$ cat config.mk
export PLATFORM = sky130hd
export DESIGN_NAME = funprof_sched_flat
export DESIGN_NICKNAME = d
export VERILOG_FILES = /design/src/rtl/funprof_pkg.sv /design/src/rtl/funprof_sched_if.sv /design/src/rtl/funprof_stack.sv /design/src/rtl/funprof_sched.sv /design/src/flat_wrapper.sv
export SDC_FILE = /design/constraint.sdc
export NUM_CORES = 1
export LEC_CHECK = 0
export CAP_MARGIN = 10
export CORE_UTILIZATION = 30
export DETAILED_ROUTE_END_ITERATION = 10
export SLEW_MARGIN = 25
export SYNTH_ARGS = -nofsm -noshare
export SYNTH_HDL_FRONTEND = slang
export SYNTH_HIERARCHICAL = 1
export SYNTH_SLANG_ARGS = --single-unit
$ cat constraint.sdc
create_clock -name clk -period 5.6 [get_ports clk]
set_input_delay 1.68 -clock clk [delete_from_list [all_inputs] [get_ports clk]]
set_output_delay 1.68 -clock clk [all_outputs]
set_load 0.005 [all_outputs]
$ cat src/rtl/funprof_pkg.sv
// funprof_pkg: shared state encoding, stack entry type and defaults for the profiler scheduler.
package funprof_pkg;
   localparam int NUM_SLOTS_DEF   = 4;
   localparam int STACK_DEPTH_DEF = 8;
   localparam int SLOT_W_MAX      = 8;
   typedef enum logic [2:0] {S_IDLE, S_ARMED, S_RUN, S_HALT, S_CLEAR} state_e;
   // slot is sized for the widest supported slot index; narrower designs zero-extend
   typedef struct packed {
      logic                  valid;
      logic [SLOT_W_MAX-1:0] slot;
   } entry_t;
endpackage

$ cat src/rtl/funprof_sched_if.sv
// funprof_sched_if: trace, host-command and counter-control signals of the profiler scheduler.
interface funprof_sched_if #(
   parameter int NUM_SLOTS = 4,
   parameter int SLOT_W    = 2,
   parameter int DEPTH_W   = 4
);
   logic                 call;
   logic                 ret;
   logic                 call_hit;
   logic [SLOT_W-1:0]    call_slot;
   logic                 ctl_start;
   logic                 ctl_stop;
   logic                 ctl_clear;
   logic [NUM_SLOTS-1:0] cnt_enable;
   logic                 cnt_clear;
   logic                 busy;
   logic [DEPTH_W-1:0]   depth;
   logic                 err_ovf;
   modport master (
      output call, ret, call_hit, call_slot, ctl_start, ctl_stop, ctl_clear,
      input  cnt_enable, cnt_clear, busy, depth, err_ovf
   );
   modport slave (
      input  call, ret, call_hit, call_slot, ctl_start, ctl_stop, ctl_clear,
      output cnt_enable, cnt_clear, busy, depth, err_ovf
   );
endinterface

$ cat src/rtl/funprof_stack.sv
// funprof_stack: register-based call LIFO; nxt_top_o is the top entry as it will be after this edge.
module funprof_stack
   import funprof_pkg::*;
#(
   parameter int STACK_DEPTH = STACK_DEPTH_DEF,
   parameter int DEPTH_W     = 4
) (
   input  logic               clk,
   input  logic               rst,
   input  logic               flush_i,
   input  logic               push_i,
   input  logic               pop_i,
   input  entry_t             push_data_i,
   output entry_t             nxt_top_o,
   output logic [DEPTH_W-1:0] depth_o,
   output logic               full_o
);
   localparam int AW = STACK_DEPTH > 1 ? $clog2(STACK_DEPTH) : 1;
   entry_t             mem_q [STACK_DEPTH];
   logic [DEPTH_W-1:0] depth_q, depth_d;
   logic [AW-1:0]      wr_idx, top_idx, below_idx;
   logic               do_push, do_pop;
   entry_t             top;
   assign full_o    = depth_q == DEPTH_W'(STACK_DEPTH);
   assign depth_o   = depth_q;
   assign do_push   = push_i && !full_o;
   assign do_pop    = pop_i && !do_push && depth_q != '0;
   assign wr_idx    = AW'(depth_q);
   assign top_idx   = AW'(depth_q - DEPTH_W'(1));
   assign below_idx = AW'(depth_q - DEPTH_W'(2));
   assign top       = depth_q != '0 ? mem_q[top_idx] : '0;
   always_comb begin
      nxt_top_o = flush_i ? '0 : do_push ? push_data_i :
                  do_pop ? (depth_q > DEPTH_W'(1) ? mem_q[below_idx] : '0) : top;
      depth_d   = flush_i ? '0 : do_push ? depth_q + DEPTH_W'(1) :
                  do_pop ? depth_q - DEPTH_W'(1) : depth_q;
   end
   always_ff @(posedge clk) begin
      if (rst || flush_i) begin
         depth_q <= '0;
         for (int i = 0; i < STACK_DEPTH; i++) mem_q[i] <= '0;
      end else begin
         depth_q <= depth_d;
         if (do_push) mem_q[wr_idx] <= push_data_i;
         if (do_pop) mem_q[top_idx].valid <= 1'b0;
      end
   end
endmodule

$ cat src/rtl/funprof_sched.sv
// funprof_sched: tracks call nesting and enables only the innermost profiled function's counter.
module funprof_sched
   import funprof_pkg::*;
#(
   parameter int NUM_SLOTS   = NUM_SLOTS_DEF,
   parameter int SLOT_W      = 2,
   parameter int STACK_DEPTH = STACK_DEPTH_DEF,
   parameter int DEPTH_W     = 4
) (
   input logic            clk,
   input logic            reset,
   funprof_sched_if.slave bus
);
   state_e               state_q, state_d;
   entry_t               push_data, nxt_top;
   logic                 push, pop, flush, full, ovf_set, hit_ok;
   logic [DEPTH_W-1:0]   depth;
   logic [NUM_SLOTS-1:0] en_q, en_d;
   logic                 err_q, err_d;
   // out-of-range slots count as untracked calls so returns stay balanced
   assign hit_ok    = bus.call_hit && ({1'b0, bus.call_slot} < (SLOT_W+1)'(NUM_SLOTS));
   assign push_data = '{valid: hit_ok, slot: SLOT_W_MAX'(bus.call_slot)};
   funprof_stack #(.STACK_DEPTH(STACK_DEPTH), .DEPTH_W(DEPTH_W)) u_stack (
      .clk(clk), .rst(reset), .flush_i(flush), .push_i(push), .pop_i(pop),
      .push_data_i(push_data), .nxt_top_o(nxt_top), .depth_o(depth), .full_o(full)
   );
   always_comb begin
      state_d = state_q;
      push    = 1'b0;
      pop     = 1'b0;
      flush   = 1'b0;
      ovf_set = 1'b0;
      if (state_q == S_CLEAR) begin
         flush   = 1'b1;
         state_d = bus.ctl_clear ? S_CLEAR : S_IDLE;
      end else if (bus.ctl_clear) begin
         state_d = S_CLEAR;
      end else if (bus.ctl_stop) begin
         flush   = 1'b1;
         state_d = S_IDLE;
      end else if (bus.ctl_start) begin
         state_d = state_q == S_IDLE ? S_ARMED : state_q;
      end else if (state_q == S_ARMED && bus.call && hit_ok) begin
         push    = 1'b1;
         state_d = S_RUN;
      end else if (state_q == S_RUN && bus.call) begin
         push    = !full;
         ovf_set = full;
         state_d = full ? S_HALT : S_RUN;
      end else if (state_q == S_RUN && bus.ret) begin
         pop     = 1'b1;
         state_d = depth == DEPTH_W'(1) ? S_ARMED : S_RUN;
      end
      err_d = state_q == S_CLEAR ? 1'b0 : err_q | ovf_set;
      en_d  = (state_d == S_RUN && nxt_top.valid) ? NUM_SLOTS'(1) << nxt_top.slot : '0;
   end
   always_ff @(posedge clk) begin
      if (reset) begin
         state_q <= S_IDLE;
         en_q    <= '0;
         err_q   <= 1'b0;
      end else begin
         state_q <= state_d;
         en_q    <= en_d;
         err_q   <= err_d;
      end
   end
   assign bus.cnt_enable = en_q;
   assign bus.cnt_clear  = state_q == S_CLEAR;
   assign bus.busy       = state_q != S_IDLE;
   assign bus.depth      = depth;
   assign bus.err_ovf    = err_q;
endmodule

$ cat src/flat_wrapper.sv
// flat-port wrapper written by rule: the top's interface ports become plain ports
module funprof_sched_flat import funprof_pkg::*;
#(
   parameter int NUM_SLOTS   = NUM_SLOTS_DEF,
   parameter int SLOT_W      = 2,
   parameter int STACK_DEPTH = STACK_DEPTH_DEF,
   parameter int DEPTH_W     = 4
)
  (clk, reset, bus_call, bus_ret, bus_call_hit, bus_call_slot, bus_ctl_start, bus_ctl_stop, bus_ctl_clear, bus_cnt_enable, bus_cnt_clear, bus_busy, bus_depth, bus_err_ovf);
  funprof_sched_if #(.NUM_SLOTS(NUM_SLOTS), .SLOT_W(SLOT_W), .DEPTH_W(DEPTH_W)) bus_i ();
  input logic clk;
  input logic reset;
  input wire logic [$bits(bus_i.call)-1:0] bus_call;
  input wire logic [$bits(bus_i.ret)-1:0] bus_ret;
  input wire logic [$bits(bus_i.call_hit)-1:0] bus_call_hit;
  input wire logic [$bits(bus_i.call_slot)-1:0] bus_call_slot;
  input wire logic [$bits(bus_i.ctl_start)-1:0] bus_ctl_start;
  input wire logic [$bits(bus_i.ctl_stop)-1:0] bus_ctl_stop;
  input wire logic [$bits(bus_i.ctl_clear)-1:0] bus_ctl_clear;
  output wire logic [$bits(bus_i.cnt_enable)-1:0] bus_cnt_enable;
  output wire logic [$bits(bus_i.cnt_clear)-1:0] bus_cnt_clear;
  output wire logic [$bits(bus_i.busy)-1:0] bus_busy;
  output wire logic [$bits(bus_i.depth)-1:0] bus_depth;
  output wire logic [$bits(bus_i.err_ovf)-1:0] bus_err_ovf;
  assign bus_i.call = bus_call;
  assign bus_i.ret = bus_ret;
  assign bus_i.call_hit = bus_call_hit;
  assign bus_i.call_slot = bus_call_slot;
  assign bus_i.ctl_start = bus_ctl_start;
  assign bus_i.ctl_stop = bus_ctl_stop;
  assign bus_i.ctl_clear = bus_ctl_clear;
  assign bus_cnt_enable = bus_i.cnt_enable;
  assign bus_cnt_clear = bus_i.cnt_clear;
  assign bus_busy = bus_i.busy;
  assign bus_depth = bus_i.depth;
  assign bus_err_ovf = bus_i.err_ovf;
  funprof_sched #(.NUM_SLOTS(NUM_SLOTS), .SLOT_W(SLOT_W), .STACK_DEPTH(STACK_DEPTH), .DEPTH_W(DEPTH_W)) u_core (.clk(clk), .reset(reset), .bus(bus_i));
endmodule
==> results of run 1 <==
per-layer routing:
metal  vias to the layer above  wire length [um]  global-route usage, %
met5                         -                 0                      0
met3                        34               881                   3.20
met4                         0               452                   6.12
li1                       1808                 -                      -
met2                       165              6980                   27.3
met1                      1945              5560                   19.6
cell type report:
class,count,area [um2]
repair buffers,36,320
inverters,9,33.8
flip-flops and latches,84,2410
fillers,1639,10800
well taps,220,275
clock buffers,10,229
clock inverters,6,63.8
multi-input cells,351,2650
cells by family after synthesis:
logic type / Yosys count / synth area share, %
AND/OR/NAND/NOR: 197 / 18.1
buffers and inverters: 34 / 3.68
adder cells (fa/ha/maj): 7 / 1.68
flip-flops: 84 / 46.2
other: 1 / 0.0721
AO/OA/AOI/OAI: 81 / 13.1
multiplexers: 49 / 16.4
XOR/XNOR: 5 / 0.842
cells in the mapped netlist, drive strengths merged, types with 4 or more instances:
cell type | number | share of area, %
nand2b | 7 | 1.1
a21oi | 10 | 1.2
inv | 9 | 0.65
nand2 | 17 | 1.2
a221oi | 11 | 2.2
o21ai | 12 | 1.2
dfxtp | 12 | 4.6
clkbuf | 5 | 0.36
o31a | 9 | 1.5
nor2b | 8 | 0.96
nor2 | 116 | 8.5
nor4b | 4 | 0.79
ha | 7 | 1.7
xnor2 | 4 | 0.67
o22ai | 11 | 1.3
nor4 | 9 | 1.1
nand4 | 4 | 0.48
mux4 | 27 | 12
edfxtp | 72 | 42
buf | 20 | 2.7
nor3 | 19 | 1.9
mux2 | 20 | 4.3
a31oi | 6 | 1.2
sequential cells by signal, indices dropped and copies added, names as in the netlist:
name,cells
u_core/bus.err_ovf,1
u_core/state_q,3
u_core/bus.cnt_enable,4
u_core/u_stack/depth_o,4
u_core/u_stack/mem_q,72
report_power, final:
part	total (uW)	switching [uW]	leakage, uW	internal [uW]
registers	730	16.7	0.000866	714
logic	91.9	51.0	0.000940	40.9
clock network	590	244	0.000140	346
total	1410	312	0.00195	1100
critical path: stages:
cell and delay (ns):
clkdlybuf4s50_1 0.48, and3b_1 0.21, o21a_1 0.20, and3b_1 0.30
mux2_2 0.32, a2bb2oi_1 0.13, buf_4 0.19, a221oi_1 0.26
nor4_1 0.09, nor3_1 0.46, o2111a_1 0.34, nand4_1 0.11
nor3_1 0.16
path summary, 6_finish.rpt:
kind	startpoint	slack, ns	endpoint	depth (start not counted)
max	bus_call_hit	0.91	u_core/bus.cnt_enable[1]$_SDFF_PP0_	13
max reg2reg	u_core/u_stack/depth_o[2]$_SDFFE_PP0P_	1.63	u_core/bus.cnt_enable[1]$_SDFF_PP0_	14
min reg2reg	u_core/bus.err_ovf$_SDFF_PP0_	0.55	u_core/bus.err_ovf$_SDFF_PP0_	2
min	u_core/bus.err_ovf$_SDFF_PP0_	0.55	u_core/bus.err_ovf$_SDFF_PP0_	2
per-stage QoR:
step	util (%)	cells	total power [uW]	setup slack, ns	hold slack, ns
3_3_place_gp	33.9	700	831	0.738	0.542
4_1_cts	35.7	716	1420	0.966	0.580
2_1_floorplan	-	469	794	1.08	0.513
3_5_place_dp	33.9	700	835	0.624	0.562
6_report	35.7	716	1410	0.909	0.554
5_1_grt	35.7	716	1460	0.554	0.602
==> impl_metrics.yaml, run 1 <==
run_status:
  outcome: "finished clean"
route:
  drt_first_pass_iters: 5
  drtIter0Drc: 468
  drc_errors: 0
  viasPerCell: 5.52
  routedWlPerCell_um: 19.4
  vias: 3952
  ant_nets: 0
  wirelength_mm: 13.9
synth:
  yosysWarnings: 6
  avgSynthCellArea_um2: 11.4
  synth_edf_count: 72
  ys_seq_elements: 84
  synthFlopType: "edfxtp_1"
  ys_seq_area_share_pct: 46.2
  syn-instance-count: 458
  synthArstFlopShare_pct: 0
  synth_area_um2: 5200
  synth_cell_types: 67
grt:
  grt_pass1_wl_mm: 21.4
  antenna_found_initial: 0
  grt_pass1_vias: 3878
  grt-ovfl-total: 0
  grt_max_degree: 65
  grt_use_total_pct: 15.9
power_and_ir_drop:
  p_leak_uw: 0.00195
  powerDensity_nw_per_um2: 236
  ir_worst_vdd_uv: 158
cts:
  cts.sinks: 84
  clkLatencyLatePin_ns: 0.33
  cts_made_buffers: 9
  htree_levels: 3
  cts_resized: 0
  cts_setup_buffers: 0
  cts_buffer_depth: 2
  path_clk_slew_ns: 0.07
  postCtsHoldBufs: 0
  cts_root_buf: "clkbuf_16"
  cts_tree: "built"
floorplanning:
  start_util_pct: 31.0
  io_pins: 21
  die_x_um: 134
  dieArea_um2: 17900
  num_rows: 47
  core_area_um2: 16800
  dieHeight_um: 134
placed_design:
  dp_hpwl_mm: 9.70
  io_buffers: 20
  placed_cell_area_um2: 5690
  routabilityCongestion: 0.967
critical_path:
  critPathArrivalTime_ns: 4.95
  cp_max_fo: 13
  crit_path_end_kind: "flop"
  crit_required_ns: 5.86
  critPathKind: "in2reg"
  critPathLaunchType: "input pin"
worst_hold_path:
  min_path_type: "reg2reg"
timing:
  drv_slew: 0
  max_freq_mhz: 213
  worst_pin_slew_ns: 1.14
  final_hold_viol_count: 0
  post-route-period-util_pct: 83.8
  relSlewSlack_pct: 23.5
  setup_viol: 0
  rsz0062_at_grt: "no"
  final.setup.tns_ns: 0
  skew_ns: 0.00666
  period_minus_slack_ns: 4.69
layout:
  drive_gt1_share_pct: 21.2
  insertedDiodeCount: 0
  final_net_count: 508
  layout_common_cells: "113 x nor2_1, 72 x edfxtp_1, 27 x mux4_2"
  area_growth_pct: 14.9
  final_common_cell: "nor2_1"
  fin_area_um2: 5980
job:
  cap_viol_max_count: 0
Power figures use the tool's default switching activity.
==> inputs of run 2 (changes only) <==
==> constraint.sdc (replaced) <==
create_clock -name clk -period 4.5 [get_ports clk]
set_input_delay 1.35 -clock clk [delete_from_list [all_inputs] [get_ports clk]]
set_output_delay 1.35 -clock clk [all_outputs]
set_load 0.005 [all_outputs]
==> run 2 against run 1 <==
Effect of this change:
- sequential power grew 25%
- via count grew 1.2%
- first-iteration DRC count grew 4.3%
- setup slack lost 0.66 ns
- global-route usage grew 0.49 points
- cell count grew 3.4%
- clock power grew 17%
- highest routed layer unchanged
==> impl_metrics.yaml, run 2 (synthesized netlist as in run 1, its figures left out) <==
critical_path:
  crit_path_end_kind: "flop"
  critPathLaunchType: "input pin"
  cp_max_fo: 9
  crit_required_ns: 4.77
  critPathKind: "in2reg"
  critPathArrivalTime_ns: 4.52
placed_design:
  placed_cell_area_um2: 5870
  dp_hpwl_mm: 10.2
  routabilityCongestion: 0.955
  io_buffers: 20
layout:
  largest_register_ffs: 72
  drive_gt1_share_pct: 25.0
  final_net_count: 532
  final_common_cell: "nor2_1"
  top_register: "u_core/u_stack/mem_q"
  area_growth_pct: 18.1
  insertedDiodeCount: 0
  fin_area_um2: 6140
  layout_common_cells: "113 x nor2_1, 72 x edfxtp_1, 40 x buf_4"
job:
  cap_viol_max_count: 0
power_and_ir_drop:
  p_leak_uw: 0.00205
  powerDensity_nw_per_um2: 280
  power.total_uw: 1720
  ir_worst_vdd_uv: 181
floorplanning:
  dieArea_um2: 17900
  start_util_pct: 31.0
  num_rows: 47
  io_pins: 21
  core_area_um2: 16800
  die_x_um: 134
  dieHeight_um: 134
cts:
  htree_levels: 3
  cts.sinks: 84
  cts_setup_buffers: 0
  cts_made_buffers: 9
  postCtsHoldBufs: 0
  cts_root_buf: "clkbuf_16"
  cts_resized: 0
  cts_buffer_depth: 2
  path_clk_slew_ns: 0.06
  clkLatencyLatePin_ns: 0.35
  cts_tree: "built"
grt:
  grt-ovfl-total: 0
  grt_pass1_vias: 4009
  grt_use_total_pct: 16.4
  antenna_found_initial: 0
  grt_max_degree: 65
  grt_pass1_wl_mm: 22.1
timing:
  period_minus_slack_ns: 4.25
  final.setup.tns_ns: 0
  post-route-period-util_pct: 94.5
  drv_slew: 0
  relSlewSlack_pct: 36.5
  skew_ns: 0.00435
  final_hold_viol_count: 0
  setup_viol: 0
  rsz0062_at_grt: "no"
  whs_ns: 0.529
  max_freq_mhz: 235
  worst_pin_slew_ns: 0.953
route:
  routedWlPerCell_um: 19.0
  vias: 3999
  drc_errors: 0
  wirelength_mm: 14.0
  drtIter0Drc: 488
  ant_nets: 0
  viasPerCell: 5.40
  drt_first_pass_iters: 6
worst_hold_path:
  min_path_type: "reg2reg"
run_status:
  outcome: "finished clean"
[run 2: cell types whose count changed in the layout (fill, tap and decap cells not counted), sizes merged]
cell      before  now
clkinvlp       1    3
bufinv         1    0
inv           10   11
buf           16   40
clkinv         3    1
[run 2: layout make-up]
| class | instances | area [um2] |
|---|---|---|
| clock inverter | 6 | 48.8 |
| clock buffer | 10 | 229 |
| multi-input combinational | 351 | 2650 |
| timing repair buffer | 60 | 500 |
| tap | 220 | 275 |
| inverter | 9 | 33.8 |
| sequential | 84 | 2410 |
| fill | 1632 | 10600 |
[run 2: through the flow]
stage / instances / worst slack (ns) / util, %
2_1_floorplan: 469 / 0.308 / -
3_3_place_gp: 724 / 0.0901 / 35.0
3_5_place_dp: 724 / -0.0165 / 35.0
4_1_cts: 740 / 0.332 / 36.7
5_1_grt: 740 / 0.0462 / 36.7
6_report: 740 / 0.247 / 36.7
[run 2: routing by layer]
metal | routed length [um] | global-route usage (%)
met3 | 785 | 3.12
met4 | 293 | 5.74
met5 | 0 | 0
met2 | 7010 | 28.7
met1 | 5940 | 20.1
[run 2: worst paths after layout]
path                                                             start                                  end  slack (ns)  cells after the start
worst min-delay path                     u_core/bus.err_ovf$_SDFF_PP0_        u_core/bus.err_ovf$_SDFF_PP0_        0.53                      2
worst max-delay path                                     bus_ctl_start  u_core/bus.cnt_enable[1]$_SDFF_PP0_        0.25                     13
worst min register to register           u_core/bus.err_ovf$_SDFF_PP0_        u_core/bus.err_ovf$_SDFF_PP0_        0.53                      2
worst max register to register  u_core/u_stack/depth_o[1]$_SDFFE_PP0P_  u_core/bus.cnt_enable[1]$_SDFF_PP0_        0.68                     16
[run 2: critical path, cell delays in order]
cell             delay [ns]
clkdlybuf4s50_1        0.48
nor3_1                 0.25
nor4b_1                0.26
buf_4                  0.20
inv_2                  0.05
a211oi_4               0.43
buf_4                  0.22
o31a_1                 0.13
nor4_1                 0.05
nor3_1                 0.46
o2111a_1               0.35
nand4_1                0.12
nor3_1                 0.18
[run 2: report_power, final]
group / switching (uW) / internal (uW)
clock network: 315 / 378
logic: 63.9 / 53.9
registers: 20.8 / 888
==> inputs of run 3 (changes only) <==
--- a/config.mk
+++ b/config.mk
@@ -13,3 +13,4 @@
 export SYNTH_HDL_FRONTEND = slang
 export SYNTH_HIERARCHICAL = 1
 export SYNTH_SLANG_ARGS = --single-unit
+export TNS_END_PERCENT = 30
==> results of run 3 <==
The final DEF is identical to that of run 2; final timing and power are the same.
